--- src/rtl/default_slave_pkg.sv ---
// Shared AXI definitions: bus widths, response codes and slave FSM state types.
package default_slave_pkg;

    localparam int AXI_ID_W   = 8;
    localparam int AXI_DATA_W = 32;
    localparam int AXI_LEN_W  = 4;

    localparam logic [1:0] RESP_OKAY   = 2'b00;
    localparam logic [1:0] RESP_SLVERR = 2'b10;
    localparam logic [1:0] RESP_DECERR = 2'b11;

    typedef enum logic {
        R_IDLE  = 1'b0,
        R_BURST = 1'b1
    } rd_state_e;

    typedef enum logic [1:0] {
        W_IDLE = 2'b00,
        W_DATA = 2'b01,
        W_RESP = 2'b10
    } wr_state_e;

endpackage

--- src/rtl/default_slave_rd.sv ---
// Read side of the default slave: accepts one AR at a time and returns
// LEN+1 DECERR beats carrying the request ID.
module default_slave_rd
    import default_slave_pkg::*;
#(
    parameter int ID_W   = AXI_ID_W,
    parameter int DATA_W = AXI_DATA_W,
    parameter int LEN_W  = AXI_LEN_W
) (
    input  logic              clk,
    input  logic              rst,
    input  logic [ID_W-1:0]   i_arid,
    input  logic [LEN_W-1:0]  i_arlen,
    input  logic              i_arvalid,
    output logic              o_arready,
    output logic [ID_W-1:0]   o_rid,
    output logic [DATA_W-1:0] o_rdata,
    output logic [1:0]        o_rresp,
    output logic              o_rlast,
    output logic              o_rvalid,
    input  logic              i_rready
);

    rd_state_e        r_state;
    rd_state_e        w_next;
    logic [ID_W-1:0]  r_rid;
    logic [LEN_W-1:0] r_len;
    logic [LEN_W-1:0] r_cnt;
    logic             w_ar_hs;
    logic             w_r_hs;
    logic             w_last;

    assign w_ar_hs = (r_state == R_IDLE) && i_arvalid;
    assign w_last  = (r_state == R_BURST) && (r_cnt == r_len);
    assign w_r_hs  = (r_state == R_BURST) && i_rready;

    // State register; reset aborts any burst in flight.
    always_ff @(posedge clk or negedge rst) begin
        if (!rst) begin
            r_state <= R_IDLE;
        end else begin
            r_state <= w_next;
        end
    end

    // Next state: leave idle on AR, return only after the last beat is taken.
    always_comb begin
        w_next = r_state;
        unique case (r_state)
            R_IDLE:  if (i_arvalid) w_next = R_BURST;
            R_BURST: if (i_rready && w_last) w_next = R_IDLE;
            default: w_next = R_IDLE;
        endcase
    end

    // Request capture and beat counter; the counter stops at the last beat so it never wraps.
    always_ff @(posedge clk or negedge rst) begin
        if (!rst) begin
            r_rid <= '0;
            r_len <= '0;
            r_cnt <= '0;
        end else if (w_ar_hs) begin
            r_rid <= i_arid;
            r_len <= i_arlen;
            r_cnt <= '0;
        end else if (w_r_hs && !w_last) begin
            r_cnt <= r_cnt + 1'b1;
        end
    end

    assign o_arready = (r_state == R_IDLE);
    assign o_rvalid  = (r_state == R_BURST);
    assign o_rid     = o_rvalid ? r_rid : '0;
    assign o_rdata   = '0;
    assign o_rresp   = o_rvalid ? RESP_DECERR : RESP_OKAY;
    assign o_rlast   = w_last;

endmodule

--- src/rtl/default_slave.sv ---
// Default AXI slave: terminates unmapped reads and writes with DECERR,
// echoing the slave-side ID so responses route back to the issuing master.
module default_slave
    import default_slave_pkg::*;
#(
    parameter int ID_W   = AXI_ID_W,
    parameter int DATA_W = AXI_DATA_W,
    parameter int LEN_W  = AXI_LEN_W
) (
    input  logic              clk,
    input  logic              rst,
    input  logic [ID_W-1:0]   ARID_SD,
    input  logic [LEN_W-1:0]  ARLEN_SD,
    input  logic              ARVALID_SD,
    output logic              ARREADY_SD,
    output logic [ID_W-1:0]   RID_SD,
    output logic [DATA_W-1:0] RDATA_SD,
    output logic [1:0]        RRESP_SD,
    output logic              RLAST_SD,
    output logic              RVALID_SD,
    input  logic              RREADY_SD,
    input  logic [ID_W-1:0]   AWID_SD,
    input  logic              AWVALID_SD,
    output logic              AWREADY_SD,
    input  logic              WLAST_SD,
    input  logic              WVALID_SD,
    output logic              WREADY_SD,
    output logic [ID_W-1:0]   BID_SD,
    output logic [1:0]        BRESP_SD,
    output logic              BVALID_SD,
    input  logic              BREADY_SD
);

    wr_state_e       r_wstate;
    wr_state_e       w_wnext;
    logic [ID_W-1:0] r_bid;

    default_slave_rd #(
        .ID_W   (ID_W),
        .DATA_W (DATA_W),
        .LEN_W  (LEN_W)
    ) u_rd (
        .clk       (clk),
        .rst       (rst),
        .i_arid    (ARID_SD),
        .i_arlen   (ARLEN_SD),
        .i_arvalid (ARVALID_SD),
        .o_arready (ARREADY_SD),
        .o_rid     (RID_SD),
        .o_rdata   (RDATA_SD),
        .o_rresp   (RRESP_SD),
        .o_rlast   (RLAST_SD),
        .o_rvalid  (RVALID_SD),
        .i_rready  (RREADY_SD)
    );

    // Write state register; runs independently of the read side.
    always_ff @(posedge clk or negedge rst) begin
        if (!rst) begin
            r_wstate <= W_IDLE;
        end else begin
            r_wstate <= w_wnext;
        end
    end

    // Write next state: AW, then sink data until WLAST, then hold B until taken.
    always_comb begin
        w_wnext = r_wstate;
        unique case (r_wstate)
            W_IDLE:  if (AWVALID_SD) w_wnext = W_DATA;
            W_DATA:  if (WVALID_SD && WLAST_SD) w_wnext = W_RESP;
            W_RESP:  if (BREADY_SD) w_wnext = W_IDLE;
            default: w_wnext = W_IDLE;
        endcase
    end

    // Capture the write ID on AW acceptance for the B response.
    always_ff @(posedge clk or negedge rst) begin
        if (!rst) begin
            r_bid <= '0;
        end else if ((r_wstate == W_IDLE) && AWVALID_SD) begin
            r_bid <= AWID_SD;
        end
    end

    assign AWREADY_SD = (r_wstate == W_IDLE);
    assign WREADY_SD  = (r_wstate == W_DATA);
    assign BVALID_SD  = (r_wstate == W_RESP);
    assign BID_SD     = BVALID_SD ? r_bid : '0;
    assign BRESP_SD   = BVALID_SD ? RESP_DECERR : RESP_OKAY;

endmodule

--- config.mk ---
export PLATFORM = sky130hd
export DESIGN_NAME = default_slave
export DESIGN_NICKNAME = d
export VERILOG_FILES = /design/src/rtl/default_slave_pkg.sv /design/src/rtl/default_slave_rd.sv /design/src/rtl/default_slave.sv
export SDC_FILE = /design/constraint.sdc
export NUM_CORES = 1
export LEC_CHECK = 0
export BUFFER_PORTS_ARGS = -buffer_cell sky130_fd_sc_hd__buf_2
export CAP_MARGIN = 10
export CORE_MARGIN = 4
export CORE_UTILIZATION = 48
export DETAILED_ROUTE_END_ITERATION = 10
export PLACE_DENSITY = 0.85
export SKIP_LAST_GASP = 1
export SLEW_MARGIN = 10
export SYNTH_ARGS = -nofsm -noshare
export SYNTH_HDL_FRONTEND = slang
export SYNTH_SLANG_ARGS = --single-unit
export TNS_END_PERCENT = 1
--- constraint.sdc ---
create_clock -name clk -period 2.1 [get_ports clk]
set_input_delay 0.21 -clock clk [delete_from_list [all_inputs] [get_ports clk]]
set_output_delay 0.21 -clock clk [all_outputs]
set_load 0.01 [all_outputs]
=== Word-level counts from Yosys, hierarchy flattened ===
Cells that the tools add are included.

* Mux-type cells: 13
* Add/sub/neg operators: 1
* Reduce and logical (&&, ||, !) cells: 11
* Bitwise gates (word level): 1
* Equal/unequal tests: 6

{| class="wikitable"
|+ Operator list
! kind !! count
|-
| $mux 8 || 2
|-
| $mux 2 || 5
|-
| $mux 4 || 2
|-
| $logic_and 1x1->1 || 7
|-
| $pmux 2 s3 || 1
|-
| $add 4x1->4 const B || 1
|-
| $eq 4x4->1 || 1
|-
| $ne 2x1->1 const B || 2
|-
| $reduce_and 3->1 || 1
|-
| $eq 2x1->1 const B || 1
|-
| $eq 2x2->1 const B || 1
|-
| $logic_not 2->1 || 1
|-
| $mux 1 || 2
|-
| $ne 2x2->1 const B || 1
|-
| $pmux 1 s2 || 1
|-
| $reduce_bool 2->1 || 1
|-
| $logic_not 1->1 || 1
|-
| $not 1->1 || 1
|}

* Register bits: 27
* Word-level logic and storage cells: 38
* Input bits: 28
* Output and inout port bits: 58

=== Depth between registers and ports, before layout ===
* Depth after elaboration: 6
* Depth in mapped cells: 6
* Gate-level depth less buffers: 4

=== Hierarchy ===
A second synthesis with hierarchy kept.

* Cell total of the unflattened synthesis: 164
* Area, all modules: 1559.0 um^2

{| class="wikitable"
|+ Modules (own cells, without submodules)
! module !! instances !! area each (um^2) !! cells an instance
|-
| default_slave_rd || 1 || 1086.0 || 127
|-
| default_slave || 1 || 473.0 || 37
|}

=== Worst setup path after synthesis ===
No wires, ideal clock.

* Path kind: flip-flop to flip-flop
* Start: register r_wstate[0]
* End: register r_bid[0]
* Data arrival time: 1.236 ns
* Clock period less this slack: 1.361 ns
* Required time: 1.975 ns
* Path slack: 0.739 ns
* Stages on the path, launching flop included: 5
* Path buffers: 1
* Setup time: 0.125 ns
* Path through: dfrtp_1 nor2_1 and2_1 buf_2 mux2_2

* Cells in the longest elaborated chain, start to end: 2

{| class="wikitable"
|+ RTL lines
! what !! RTL line !! source
|-
| start: declaration || default_slave.sv:34 || <nowiki>wr_state_e r_wstate;</nowiki>
|-
| start signal: assignment || default_slave.sv:62 || <nowiki>r_wstate <= w_wnext;</nowiki>
|-
| $logic_not 2->1 || n/a ||
|-
| via AWREADY_SD || default_slave.sv:24 || <nowiki>output logic AWREADY_SD,</nowiki>
|-
| $logic_and 1x1->1 || default_slave.sv:81 || <nowiki>end else if ((r_wstate == W_IDLE) && AWVALID_SD) begin</nowiki>
|-
| end signal: assignment || default_slave.sv:80 || <nowiki>r_bid <= '0;</nowiki>
|-
| end signal: assignment || default_slave.sv:82 || <nowiki>r_bid <= AWID_SD;</nowiki>
|-
| end: declaration || default_slave.sv:36 || <nowiki>logic [ID_W-1:0] r_bid;</nowiki>
|}

The timed path passes the listed nets, and every way through them passes these cells.
A chain may end at the register's enable or synchronous reset.

=== Worst setup path in the final report ===
* Start: register r_wstate[0]
* End: output port BID_SD[6]

* Cells in the longest elaborated chain, start to end: 2

{| class="wikitable"
|+ RTL lines
! what !! RTL line !! source
|-
| $eq 2x2->1 || default_slave.sv:88 || <nowiki>assign BVALID_SD = (r_wstate == W_RESP);</nowiki>
|-
| $mux 8 || default_slave.sv:89 || <nowiki>assign BID_SD = BVALID_SD ? r_bid : '0;</nowiki>
|-
| end: declaration || default_slave.sv:28 || <nowiki>output logic [ID_W-1:0] BID_SD,</nowiki>
|}

Every way passes these cells.

==> qor.txt <==
antenna violations before repair -> 0
FP Rows -> 20
WL final -> 2983 µm
#FFs+latches synth -> 27
post-route ant nets -> 0
min-delay src -> ARLEN_SD[1]
die width -> 65.08 µm
Hold Vio Cnt, Final -> 0
Post-CTS Setup Bufs -> 0
gr ovfl total -> 0
post-route setup TNS -> 0 ps
RSZ-0062 raised after global routing -> no
count leader, synth -> nand2_1
DP Cell Count -> 257
worst-margin pin slew -> 608.9 ps
clk_skew -> 6.881 ps
clk_lat worst skew -> 320 ps
worst reg-to-reg setup slack -> 540 ps
Synth area leader -> dfrtp_1
# resized after CTS -> 0
Antenna Cells -> 0
Yosys top cell area share -> 43.20%
Max stage delay on crit path -> 500 ps
sequential share of the synthesized area -> 43.20%
synth warn -> 0
worst-path cell chain -> nor2b_1 > and2_1 > buf_2
static leakage -> 0.9752 nW
Synth Flop Type -> dfrtp_1
Pwr Total -> 2.237 mW
most frequent cells after synthesis -> 38 x nand2_1, 36 x buf_4, 27 x dfrtp_1
# DRC -> 0
share of layout cells above drive strength 1 -> 30.73%
non-filler instance count after layout -> 262
Worst EP required -> 1890 ps
Reg clk slew, reported paths -> 140 ps
Final setup viols -> 0
met2 global-route usage -> 24.39%
max-cap violation count -> 0
Arr. time, crit path -> 1560 ps
crit path buf inv count -> 1
Hold Path Depth -> 3
Clock Root Buffer -> clkbuf_4
largest net degree at the start of global routing -> 28
die area -> 4235 µm²
Hold Path Sink -> u_rd.r_len[1]
PD cells -> 1280 nW/µm²
Post-DP HPWL -> 2314 µm
Slew HR -> 59.32%
maximum fanout along the worst path -> 12
most area-consuming cells after synthesis -> dfrtp_1 43%, buf_4 17%, nand2_1 9.1%, and2_1 6.8%, mux2_2 5.8%
Unique masters post-synth -> 28
GR peak layer -> met2
Initial Utilization -> 50.81%
Worst IR Drop VDD -> 0.0005450 V
CTS max path bufs -> 2
PortBufs -> 53
Crit Path Class -> reg -> out
R2R Path Start -> u_rd.o_rvalid
R2R Path End -> u_rd.r_cnt[1]
num ports -> 86
Core Footprint -> 3078 µm²
Final Max Tran Viols -> 0
CTS sink count -> 27
CTS tree -> done
Final period util -> 84.48%
R2R depth -> 4
total iterations of the first detailed-routing run -> 4
Area Growth Syn to Fin -> 11.76%
GPL Wtd Cong -> 0.7849
fmax -> 563.7 MHz
Total GRT Usage -> 14.69%
Post-synth EDFFs -> 0
Vias per Instance -> 4.405
vias in the first global route -> 1081
DRT iter0 DRCs -> 30
M1 GR Usage -> 17.79%
Async SR Flop Fraction -> 100.0%
Post-Syn Area -> 1564 µm²
first-pass GRT wire length -> 4781 µm
total clock buffers created by CTS -> 3
routed vias -> 1154
status -> finished, final reports clean
final worst slack -> 326.0 ps
dpl ws -> 587.0 ps
post-route minimum period -> 1774 ps
maximum level of the CTS H-tree -> 1
type of origin of the critical path -> register
slowest CP cell -> nor2b_1
Largest delay share family, worst path -> simple AND/OR/NAND/NOR gates
post-DR wirelength/cell -> 11.39 µm
Mean Syn Cell Area -> 9.200 µm²
grt met3 use -> 1.906%
nets@finish -> 248
WP depth -> 3
Crit. End Element -> primary output
Die Ht -> 65.08 µm
worst hold path type -> in -> reg
Mapped Cells -> 170
-- tightest hold or removal path, stage by stage --
cell and delay [ps]:
buf_2 70, nand2_1 40, nand2_1 40
-- metrics by stage --
stage,area (µm²),hold WS [ps],utilization (%)
after floorplan,1680,-85.59,-
after global placement,1712,245.2,55.61
after detailed placement,1712,244.4,55.61
after CTS,1748,62.55,56.79
after global routing,1748,60.72,56.79
final,1748,66.26,56.79
-- how the worst max path moves through the flow --
stage,startpoint,to,slack [ps]
after floorplan,r_wstate[0],r_bid[0],740
after global routing,r_wstate[0],BID_SD[6],190
after CTS,r_wstate[0],BID_SD[6],300
after detailed placement,u_rd.o_rvalid,u_rd.r_cnt[1],590
final,r_wstate[0],BID_SD[6],330
after global placement,u_rd.o_rvalid,u_rd.r_cnt[1],670
-- report_power, final --
group | internal, mW | leakage [nW] | switching, mW
logic | 0.513 | 0.635 | 0.535
registers | 0.768 | 0.326 | 0.204
clock network | 0.0744 | 0.0150 | 0.143
total | 1.35 | 0.975 | 0.882
-- cells in the final DEF (no fill, tap or decap), types with 2 or more instances in the layout --
cell / n
a21oi_1: 2
and2_1: 17
xnor2_1: 4
nor2b_1: 3
nand2_1: 38
conb_1: 32
mux2_2: 8
buf_2: 53
inv_1: 3
nor2_1: 2
mux2i_1: 2
dfrtp_1: 27
clkbuf_4: 3
nand3_1: 8
-- per-layer routing --
metal,vias to the layer above,wire (µm)
met1,522,1230
met5,-,0
li1,575,-
met2,50,1426
met4,0,91
met3,7,234
-- area by class of cell --
cell class | count | area [µm²]
Fill cell | 303 | 1330
Multi-Input combinational cell | 129 | 696.9
Sequential cell | 27 | 675.6
Timing Repair Buffer | 55 | 282.8
Tap cell | 44 | 55.05
Clock buffer | 4 | 26.28
Inverter | 3 | 11.26
-- logic make-up (layout without fill, tap and decap cells) --
logic type | after synthesis | count (layout) | share of synthesized area, %
fa+ha+maj | 1 | 1 | 0.7999
other cells | 1 | 32 | 0.2398
xor+xnor | 5 | 5 | 2.800
flops | 27 | 27 | 43.20
mux | 10 | 10 | 7.040
buf+inv | 45 | 62 | 19.68
compound gates | 10 | 10 | 4.481
simple gates | 71 | 71 | 21.76
-- flip-flops by register name, indices dropped and copies added, names as in the netlist --
name,cells
u_rd.r_len,4
u_rd.r_rid,8
u_rd.r_cnt,4
r_bid,8
u_rd.o_rvalid,1
r_wstate,2
-- what timing repair did --
action,in CTS,in global routing
setup endpoints to repair,0,0
hold buffers,1,0
hold endpoints to repair,27,0
Power figures use the tool's default switching activity.
